`config.mk`:
```
export PLATFORM = sky130hd
export DESIGN_NAME = instr_fetch_flat
export DESIGN_NICKNAME = d
export VERILOG_FILES = /design/src/rtl/instr_fetch_if.sv /design/src/rtl/instr_fetch.sv /design/src/flat_wrapper.sv
export SDC_FILE = /design/constraint.sdc
export NUM_CORES = 1
export LEC_CHECK = 0
export BUFFER_PORTS_ARGS = -buffer_cell sky130_fd_sc_hd__buf_2
export CAP_MARGIN = 20
export CORE_MARGIN = 4
export CORE_UTILIZATION = 55
export CTS_BUF_LIST = sky130_fd_sc_hd__clkbuf_4 sky130_fd_sc_hd__clkbuf_8
export DETAILED_ROUTE_END_ITERATION = 12
export GPL_ROUTABILITY_DRIVEN = 0
export PLACE_DENSITY = 0.77
export RECOVER_POWER = 50
export SYNTH_ARGS = -nofsm -noshare
export SYNTH_HDL_FRONTEND = slang
export SYNTH_SLANG_ARGS = --single-unit
```
`constraint.sdc`:
```
create_clock -name clk -period 2.6 [get_ports clk]
set_input_delay 0 -clock clk [delete_from_list [all_inputs] [get_ports clk]]
set_output_delay 0 -clock clk [all_outputs]
set_load 0.01 [all_outputs]
```
`src/rtl/instr_fetch_if.sv`:
```
// Fetch unit signal bundle: control-unit redirect, instruction-memory read port and
// decoder handoff. The master modport is the fetch unit's view.
interface instr_fetch_if #(
  parameter int unsigned ADDR_W = 16,
  parameter int unsigned DATA_W = 16
);
  logic              redirect;
  logic [ADDR_W-1:0] redirect_pc;

  logic              mem_req;
  logic [ADDR_W-1:0] mem_addr;
  logic              mem_ack;
  logic [DATA_W-1:0] mem_rdata;

  logic              instr_valid;
  logic [DATA_W-1:0] instr;
  logic [ADDR_W-1:0] instr_pc;
  logic              instr_ready;

  modport master (
    input  redirect,
    input  redirect_pc,
    output mem_req,
    output mem_addr,
    input  mem_ack,
    input  mem_rdata,
    output instr_valid,
    output instr,
    output instr_pc,
    input  instr_ready
  );

  modport slave (
    output redirect,
    output redirect_pc,
    input  mem_req,
    input  mem_addr,
    output mem_ack,
    output mem_rdata,
    input  instr_valid,
    input  instr,
    input  instr_pc,
    output instr_ready
  );
endinterface

```
`src/rtl/instr_fetch.sv`:
```
// Instruction fetch unit: single-outstanding memory reads into a 2-entry prefetch FIFO.
// Optional decoder-starve counter enabled by the FETCH_STALL_CNT_EN macro.
module instr_fetch #(
  parameter int unsigned ADDR_W = 16,
  parameter int unsigned DATA_W = 16
) (
  input  logic           clk,
  input  logic           rst_n,
  instr_fetch_if.master  bus,
  output logic [15:0]    stall_cnt
);

  typedef enum logic [1:0] {
    StIdle,
    StReq,
    StFlushWait
  } state_e;

  state_e            state_q, state_d;
  logic [ADDR_W-1:0] fetch_pc_q, fetch_pc_d;
  logic [ADDR_W-1:0] mem_addr_q, mem_addr_d;
  logic              mem_req_q, mem_req_d;

  logic [1:0][DATA_W-1:0] fifo_instr_q;
  logic [1:0][ADDR_W-1:0] fifo_pc_q;
  logic                   rd_ptr_q, wr_ptr_q;
  logic [1:0]             count_q, count_d;
  logic [1:0]             count_push;

  logic instr_valid;
  logic ack;
  logic push;
  logic pop;

  assign instr_valid = (count_q != 2'd0);
  // An ack with no request on the bus is not ours to consume.
  assign ack         = bus.mem_ack & mem_req_q;
  // A redirect flushes the head, so a same-cycle accept never counts as a pop.
  assign pop         = instr_valid & bus.instr_ready & ~bus.redirect;
  assign count_push  = count_q + 2'd1 - {1'b0, pop};

  assign bus.mem_req     = mem_req_q;
  assign bus.mem_addr    = mem_addr_q;
  assign bus.instr_valid = instr_valid;
  assign bus.instr       = fifo_instr_q[rd_ptr_q];
  assign bus.instr_pc    = fifo_pc_q[rd_ptr_q];

  always_comb begin
    state_d    = state_q;
    fetch_pc_d = fetch_pc_q;
    mem_addr_d = mem_addr_q;
    push       = 1'b0;

    unique case (state_q)
      StIdle: begin
        if (bus.redirect) begin
          fetch_pc_d = bus.redirect_pc;
          state_d    = StReq;
        end else if (count_q < 2'd2) begin
          state_d = StReq;
        end
      end
      StReq: begin
        if (bus.redirect) begin
          fetch_pc_d = bus.redirect_pc;
          // Without the ack the old read is still in flight and must be drained.
          state_d    = ack ? StReq : StFlushWait;
        end else if (ack) begin
          push       = 1'b1;
          fetch_pc_d = fetch_pc_q + ADDR_W'(1);
          state_d    = (count_push < 2'd2) ? StReq : StIdle;
        end
      end
      StFlushWait: begin
        if (bus.redirect) begin
          fetch_pc_d = bus.redirect_pc;
        end
        if (ack) begin
          state_d = StReq;
        end
      end
      default: state_d = StIdle;
    endcase

    mem_req_d = (state_d != StIdle);
    // FlushWait keeps presenting the abandoned address until its ack arrives.
    if (state_d == StReq) begin
      mem_addr_d = fetch_pc_d;
    end
  end

  always_comb begin
    count_d = count_q;
    if (bus.redirect) begin
      count_d = 2'd0;
    end else if (push && !pop) begin
      count_d = count_q + 2'd1;
    end else if (!push && pop) begin
      count_d = count_q - 2'd1;
    end
  end

  always_ff @(posedge clk or negedge rst_n) begin
    if (!rst_n) begin
      state_q    <= StIdle;
      fetch_pc_q <= '0;
      mem_addr_q <= '0;
      mem_req_q  <= 1'b0;
      count_q    <= 2'd0;
    end else begin
      state_q    <= state_d;
      fetch_pc_q <= fetch_pc_d;
      mem_addr_q <= mem_addr_d;
      mem_req_q  <= mem_req_d;
      count_q    <= count_d;
    end
  end

  always_ff @(posedge clk or negedge rst_n) begin
    if (!rst_n) begin
      fifo_instr_q <= '0;
      fifo_pc_q    <= '0;
      rd_ptr_q     <= 1'b0;
      wr_ptr_q     <= 1'b0;
    end else if (bus.redirect) begin
      rd_ptr_q <= 1'b0;
      wr_ptr_q <= 1'b0;
    end else begin
      if (push) begin
        fifo_instr_q[wr_ptr_q] <= bus.mem_rdata;
        fifo_pc_q[wr_ptr_q]    <= mem_addr_q;
        wr_ptr_q               <= ~wr_ptr_q;
      end
      if (pop) begin
        rd_ptr_q <= ~rd_ptr_q;
      end
    end
  end

`ifdef FETCH_STALL_CNT_EN
  logic [15:0] stall_cnt_q;

  always_ff @(posedge clk or negedge rst_n) begin
    if (!rst_n) begin
      stall_cnt_q <= 16'd0;
    end else if (bus.instr_ready && !instr_valid && (stall_cnt_q != 16'hFFFF)) begin
      stall_cnt_q <= stall_cnt_q + 16'd1;
    end
  end

  assign stall_cnt = stall_cnt_q;
`else
  assign stall_cnt = 16'd0;
`endif

endmodule

```
`src/flat_wrapper.sv`:
```
// flat-port wrapper written by rule: the top's interface ports become plain ports
module instr_fetch_flat 
#(
  parameter int unsigned ADDR_W = 16,
  parameter int unsigned DATA_W = 16
)
  (clk, rst_n, stall_cnt, bus_redirect, bus_redirect_pc, bus_mem_req, bus_mem_addr, bus_mem_ack, bus_mem_rdata, bus_instr_valid, bus_instr, bus_instr_pc, bus_instr_ready);
  instr_fetch_if #(.ADDR_W(ADDR_W), .DATA_W(DATA_W)) bus_i ();
  input  logic clk;
  input  logic rst_n;
  output logic [15:0] stall_cnt;
  input wire logic [$bits(bus_i.redirect)-1:0] bus_redirect;
  input wire logic [$bits(bus_i.redirect_pc)-1:0] bus_redirect_pc;
  output wire logic [$bits(bus_i.mem_req)-1:0] bus_mem_req;
  output wire logic [$bits(bus_i.mem_addr)-1:0] bus_mem_addr;
  input wire logic [$bits(bus_i.mem_ack)-1:0] bus_mem_ack;
  input wire logic [$bits(bus_i.mem_rdata)-1:0] bus_mem_rdata;
  output wire logic [$bits(bus_i.instr_valid)-1:0] bus_instr_valid;
  output wire logic [$bits(bus_i.instr)-1:0] bus_instr;
  output wire logic [$bits(bus_i.instr_pc)-1:0] bus_instr_pc;
  input wire logic [$bits(bus_i.instr_ready)-1:0] bus_instr_ready;
  assign bus_i.redirect = bus_redirect;
  assign bus_i.redirect_pc = bus_redirect_pc;
  assign bus_mem_req = bus_i.mem_req;
  assign bus_mem_addr = bus_i.mem_addr;
  assign bus_i.mem_ack = bus_mem_ack;
  assign bus_i.mem_rdata = bus_mem_rdata;
  assign bus_instr_valid = bus_i.instr_valid;
  assign bus_instr = bus_i.instr;
  assign bus_instr_pc = bus_i.instr_pc;
  assign bus_i.instr_ready = bus_instr_ready;
  instr_fetch #(.ADDR_W(ADDR_W), .DATA_W(DATA_W)) u_core (.clk(clk), .rst_n(rst_n), .bus(bus_i), .stall_cnt(stall_cnt));
endmodule
```
Word-level counts from Yosys, hierarchy flattened
Cells that the tools add are included.
- register bits: 103
- output and inout bits: 66
- bitwise logic cells: 6
- mux-type cells: 30
- equality and inequality tests: 3
- reduce and logical (&&, ||, !) cells: 13
- add/subtract/negate cells: 4
- magnitude comparators: 5
- operators with widths (operator ; count):
    2-to-1 mux 16 bit ; 8
    bitwise mux 32 bit ; 2
    one-hot mux 16 bit (2 select lines) ; 1
    2-to-1 mux 2 bit ; 9
    adder 16 x 1 -> 16 bit (second input constant) ; 1
    demux 16 bit (select 1 bit) ; 1
    2-to-1 mux 1 bit ; 8
    nonzero test 2 bit ; 4
    one-hot mux 2 bit (3 select lines) ; 1
    == test 2 x 1 -> 1 bit (second input constant) ; 2
    < comparator 1 x 2 -> 1 bit (second input constant) ; 2
    < comparator 2 bit (second input constant) ; 2
    bitwise AND 1 bit ; 3
    logical AND 1 bit ; 3
    NOT 1 bit ; 3
    nonzero test 3 bit ; 1
    adder 2 x 1 -> 2 bit (second input constant) ; 1
    == test 2 bit (second input constant) ; 1
    zero test 1 bit ; 2
    zero test 2 bit ; 1
    AND reduction 2 bit ; 1
    OR reduction 2 bit ; 1
    subtractor 2 x 1 -> 2 bit ; 1
    subtractor 2 x 1 -> 2 bit (second input constant) ; 1
    greater-or-equal comparator 1 bit (second input constant) ; 1

Longest topological paths before layout
- depth after elaboration: 10
- gate-level depth with buffers: 8
- gate-level depth less buffers: 7

Worst setup path after synthesis
No wires, ideal clock.
- path kind: register to register
- start point: register u_core.state_q[1]
- end point: register u_core.mem_addr_q[10], in the netlist u_core.bus.mem_addr[10]
- required time: 2.475 ns
- stages on the path, launching flop included: 8
- path slack: 0.751 ns
- path buffers: 2
- arrival: 1.723 ns
- cell sequence: dfrtp_1 > buf_6 > or4b_4 > o211ai_2 > a31o_4 > inv_4 > buf_8 > mux2_4
- elaborated cells between the ends (all ways): 12
- RTL lines (what ; line ; text):
    start: declaration ; instr_fetch.sv:19 ; state_e state_q, state_d;
    start signal: assignment ; instr_fetch.sv:105 ; state_q <= StIdle;
    start signal: assignment ; instr_fetch.sv:111 ; state_q <= state_d;
    == test 2 bit (tied with other cells) ; instr_fetch.sv:54 ; unique case (state_q)
    one-hot mux 2 bit (3 select lines) * ; instr_fetch.sv:54 ;
    net u_core.state_d[0] ; instr_fetch.sv:19 ;
    == test 2 x 1 -> 1 bit * ; instr_fetch.sv:87 ; if (state_d == StReq) begin
    end signal: assignment ; instr_fetch.sv:113 ; mem_addr_q <= mem_addr_d;
    end: declaration ; instr_fetch.sv:21 ; logic [ADDR_W-1:0] mem_addr_q, mem_addr_d;
Mark *: on every way through the listed nets, which the timed path passes. The rest lies on a longest branch.
A chain may end at the register's enable or synchronous reset.

Worst setup path after layout
- start point: register u_core.state_q[0]
- end point: register u_core.mem_addr_q[1], in the netlist u_core.bus.mem_addr[1]
- word-level cells in the longest chain between the ends: 4
- elaborated cells between the ends (all ways): 12
- RTL lines (what ; line):
    2-to-1 mux 2 bit, on equally long branches ; instr_fetch.sv:68, instr_fetch.sv:59
    2-to-1 mux 2 bit, on equally long branches ; instr_fetch.sv:64, instr_fetch.sv:56
    one-hot mux 2 bit (3 select lines) ; instr_fetch.sv:54
    == test 2 x 1 -> 1 bit ; instr_fetch.sv:87
Several ways; a longest one is shown, not always the timed one.

==> results.md <==
- Status: complete, but fails checks
- Failing checks: capacitance limit, slew limit
- Final Critical Period: 2.15 ns
- Crit end category: register
- Tot GR Track Use: 0.211
- DRC viols: 0
- Antenna cells: 0
- Fraction of registers with async set/reset: 1.00
- Critical Path AT: 2.41 ns
- Max-slew headroom: -0.0562
- Clock latency on the worst-skew pair: 0.36 ns
- Main flop type after synthesis: dfrtp_1
- Register area share after synthesis: 0.501
- Post-CTS Setup Bufs: 0
- CTS Root Cell: clkbuf_8
- Mapped cell area: 5140 um^2
- Die Area: 11000 um^2
- Share of layout cells above drive strength 1: 0.391
- Initial antenna violation count: 0
- Chip width: 105 um
- Final setup violation count: 0
- Hold EP: u_core.count_q[0]
- Worst EP required: 2.85 ns
- Final-report hold violation count: 0
- Via count: 3676
- # fillers: 739
- Maximum VDD drop: 0.000597 V
- IO buf count: 86
- Metal1 wirelength: 4780 um
- Hold Worst Slack: 0.0651 ns
- Hold Crit Depth: 2
- Worst Setup Start Kind: register
- Synth warn: 0
- Leakage: 2.71 nW
- CTS sink cnt: 103
- Max layer used: met4
- DRT Pass-1 Iters: 5
- Critical path class: reg2reg
- Ports: 103
- DR WL met3: 744 um
- Num CTS Buffers: 9
- Die Height: 105 um
- Largest net degree at the start of global routing: 67
- Setup tns final: 0 ns
- Metal2 WL: 5320 um
- PwrDens: 1210 nW/um^2
- Synth-to-Final Area Change: 16.1%
- Worst R2R End: u_core.bus.mem_addr[1]
- Number of synthesized flops with an enable pin: 0
- Initial DRC Count: 269
- First-pass GRT wire length: 18900 um
- Routed Antenna Nets: 0
- Via/cell ratio: 5.79
- Post-DP HPWL: 7700 um
- Worst hold path class: in2reg
- Internal reg-to-reg setup slack: 0.45 ns
- Syn Area/Cell: 12.3 um^2
- Final Cycle Share: 0.828
- Placement row count: 35
- Maximum fanout along the worst path: 20
- Skew final: 0.00932 ns
- RSZ-0062 raised after global routing: no
- CTS tree: done
- H-tree levels: 3
- Synth Instances: 418
- Max Freq: 465 MHz
- Post-synth top area share: 0.501
- Final wirelength: 11100 um
- Hold_sp: bus_redirect
- Commonest cells post-synth: dfrtp_1, mux2_2, nor2_1
- Worst-case clock buffer depth: 2
- Post-layout net count: 558
- Synth top area cells: dfrtp_1, mux2_2, mux2_4
- CORE AREA: 9150 um^2
- Cell depth of the worst flop-to-flop path: 5
- Maxcap violations: 1
- Routed wire length per instance: 17.5 um
- Crit Reg-Reg Startpoint: u_core.state_q[0]
- Vias in the first global route: 3749
- Flops & latches, synth: 103
- Clk slew on worst S/H paths: 0.10 ns
- Final slew viol count: 67
- Initial Util: 0.562
- Yosys top cell by area: dfrtp_1
- Global route overflow: 0
- Distinct cells, synth: 57
- Count leader, synth: dfrtp_1
- Worst slew pin tran: 1.58 ns
## per-layer routing
layer,GRT usage,up-vias
li1,-,1675
met1,0.289,1795
met2,0.338,175
met3,0.0439,31
met4,0.0703,0
met5,0,-
## state kept, by name (all words and copies together) (netlist names)
signal               count
u_core.fifo_instr_q     32
u_core.fifo_pc_q        32
u_core.bus.mem_addr     16
u_core.fetch_pc_q       16
u_core.count_q           2
u_core.state_q           2
u_core.bus.mem_req       1
u_core.rd_ptr_q          1
u_core.wr_ptr_q          1
## kinds of logic (layout without fill, tap and decap cells)
logic type / after synthesis / count (layout) / synth area share
other cells: 1 / 16 / 0.000729
buf+inv: 47 / 138 / 0.0535
compound gates: 53 / 53 / 0.0737
flops: 103 / 103 / 0.501
xor+xnor: 12 / 12 / 0.0204
fa+ha+maj: 2 / 2 / 0.00486
simple gates: 87 / 87 / 0.0927
mux: 113 / 113 / 0.253
## layout by cell type (no fill, tap or decap), types with 3 or more instances in the layout
| cell | Yosys | final |
|---|---|---|
| buf_4 | 17 | 5 |
| inv_1 | 6 | 6 |
| nand2_1 | 18 | 18 |
| a31oi_1 | 4 | 4 |
| nor4_1 | 5 | 5 |
| nand4_1 | 3 | 3 |
| a21oi_1 | 11 | 11 |
| mux2_2 | 99 | 99 |
| o221ai_1 | 3 | 3 |
| clkbuf_1 | 9 | 25 |
| dlygate4sd3_1 | 0 | 20 |
| nand3_1 | 6 | 5 |
| clkbuf_8 | 0 | 10 |
| o21ai_0 | 6 | 6 |
| buf_2 | 11 | 61 |
| a21o_1 | 3 | 3 |
| mux2i_1 | 3 | 3 |
| xnor2_1 | 8 | 8 |
| clkbuf_2 | 0 | 3 |
| nor3_1 | 7 | 7 |
| o22ai_1 | 5 | 5 |
| mux2_4 | 9 | 9 |
| nor2_1 | 23 | 23 |
| xor2_1 | 4 | 4 |
| dfrtp_1 | 103 | 103 |
| nand2b_1 | 3 | 3 |
| o31ai_1 | 4 | 4 |
| conb_1 | 1 | 16 |
| nor2b_1 | 5 | 5 |
| or3_1 | 4 | 4 |
## per-stage QoR
| stage | utilization | total power, mW | setup WS [ns] | instances | instance area (um^2) |
|---|---|---|---|---|---|
| after detailed placement | 0.612 | 6.19 | 0.521 | 599 | 5600 |
| final | 0.653 | 7.20 | 0.447 | 635 | 5980 |
| after global placement | 0.612 | 6.05 | 0.563 | 599 | 5600 |
| after global routing | 0.653 | 7.72 | 0.342 | 635 | 5980 |
| after CTS | 0.657 | 7.30 | 0.485 | 635 | 6020 |
| after floorplan | - | 5.19 | 0.751 | 433 | 5200 |
## worst max-delay path: stages (launching register included)
cell	delay [ns]
dfrtp_1	0.61
nand2_1	0.43
o211ai_2	0.15
a31o_4	0.27
inv_4	0.21
mux2_2	0.37
## how the worst max path moves through the flow
| stage | from | slack, ns | depth (start not counted) | to |
|---|---|---|---|---|
| floorplan | u_core.state_q[1] | 0.75 | 7 | u_core.bus.mem_addr[10] |
| global placement | u_core.state_q[0] | 0.56 | 5 | u_core.bus.mem_addr[1] |
| detailed placement | u_core.state_q[0] | 0.52 | 5 | u_core.bus.mem_addr[15] |
| CTS | u_core.state_q[0] | 0.49 | 5 | u_core.bus.mem_addr[1] |
| global route | u_core.state_q[0] | 0.34 | 5 | u_core.bus.mem_addr[3] |
| finish | u_core.state_q[0] | 0.45 | 5 | u_core.bus.mem_addr[1] |
## final cells by class
type / instances / area (um^2) / area share
sequential: 103 / 2580 / 0.431
multi-input combinational: 283 / 2360 / 0.395
timing repair buffer: 114 / 652 / 0.109
tap: 111 / 139 / 0.0232
clock buffer: 10 / 138 / 0.0230
clock inverter: 6 / 75.1 / 0.0126
inverter: 8 / 32.5 / 0.00544
## power breakdown
part           internal [mW]  leakage, nW  total [mW]  switching (mW)
Combinational           1.64         1.33        3.14            1.50
Sequential              2.35         1.27        3.00           0.646
Clock                  0.486        0.105        1.07           0.580
## timing repair
action                                 4_1_cts  5_1_grt
resized for setup                            0        0
hold buffers                                20        0
endpoints found under the hold margin       99        0
(Power assumes the default switching activity.)
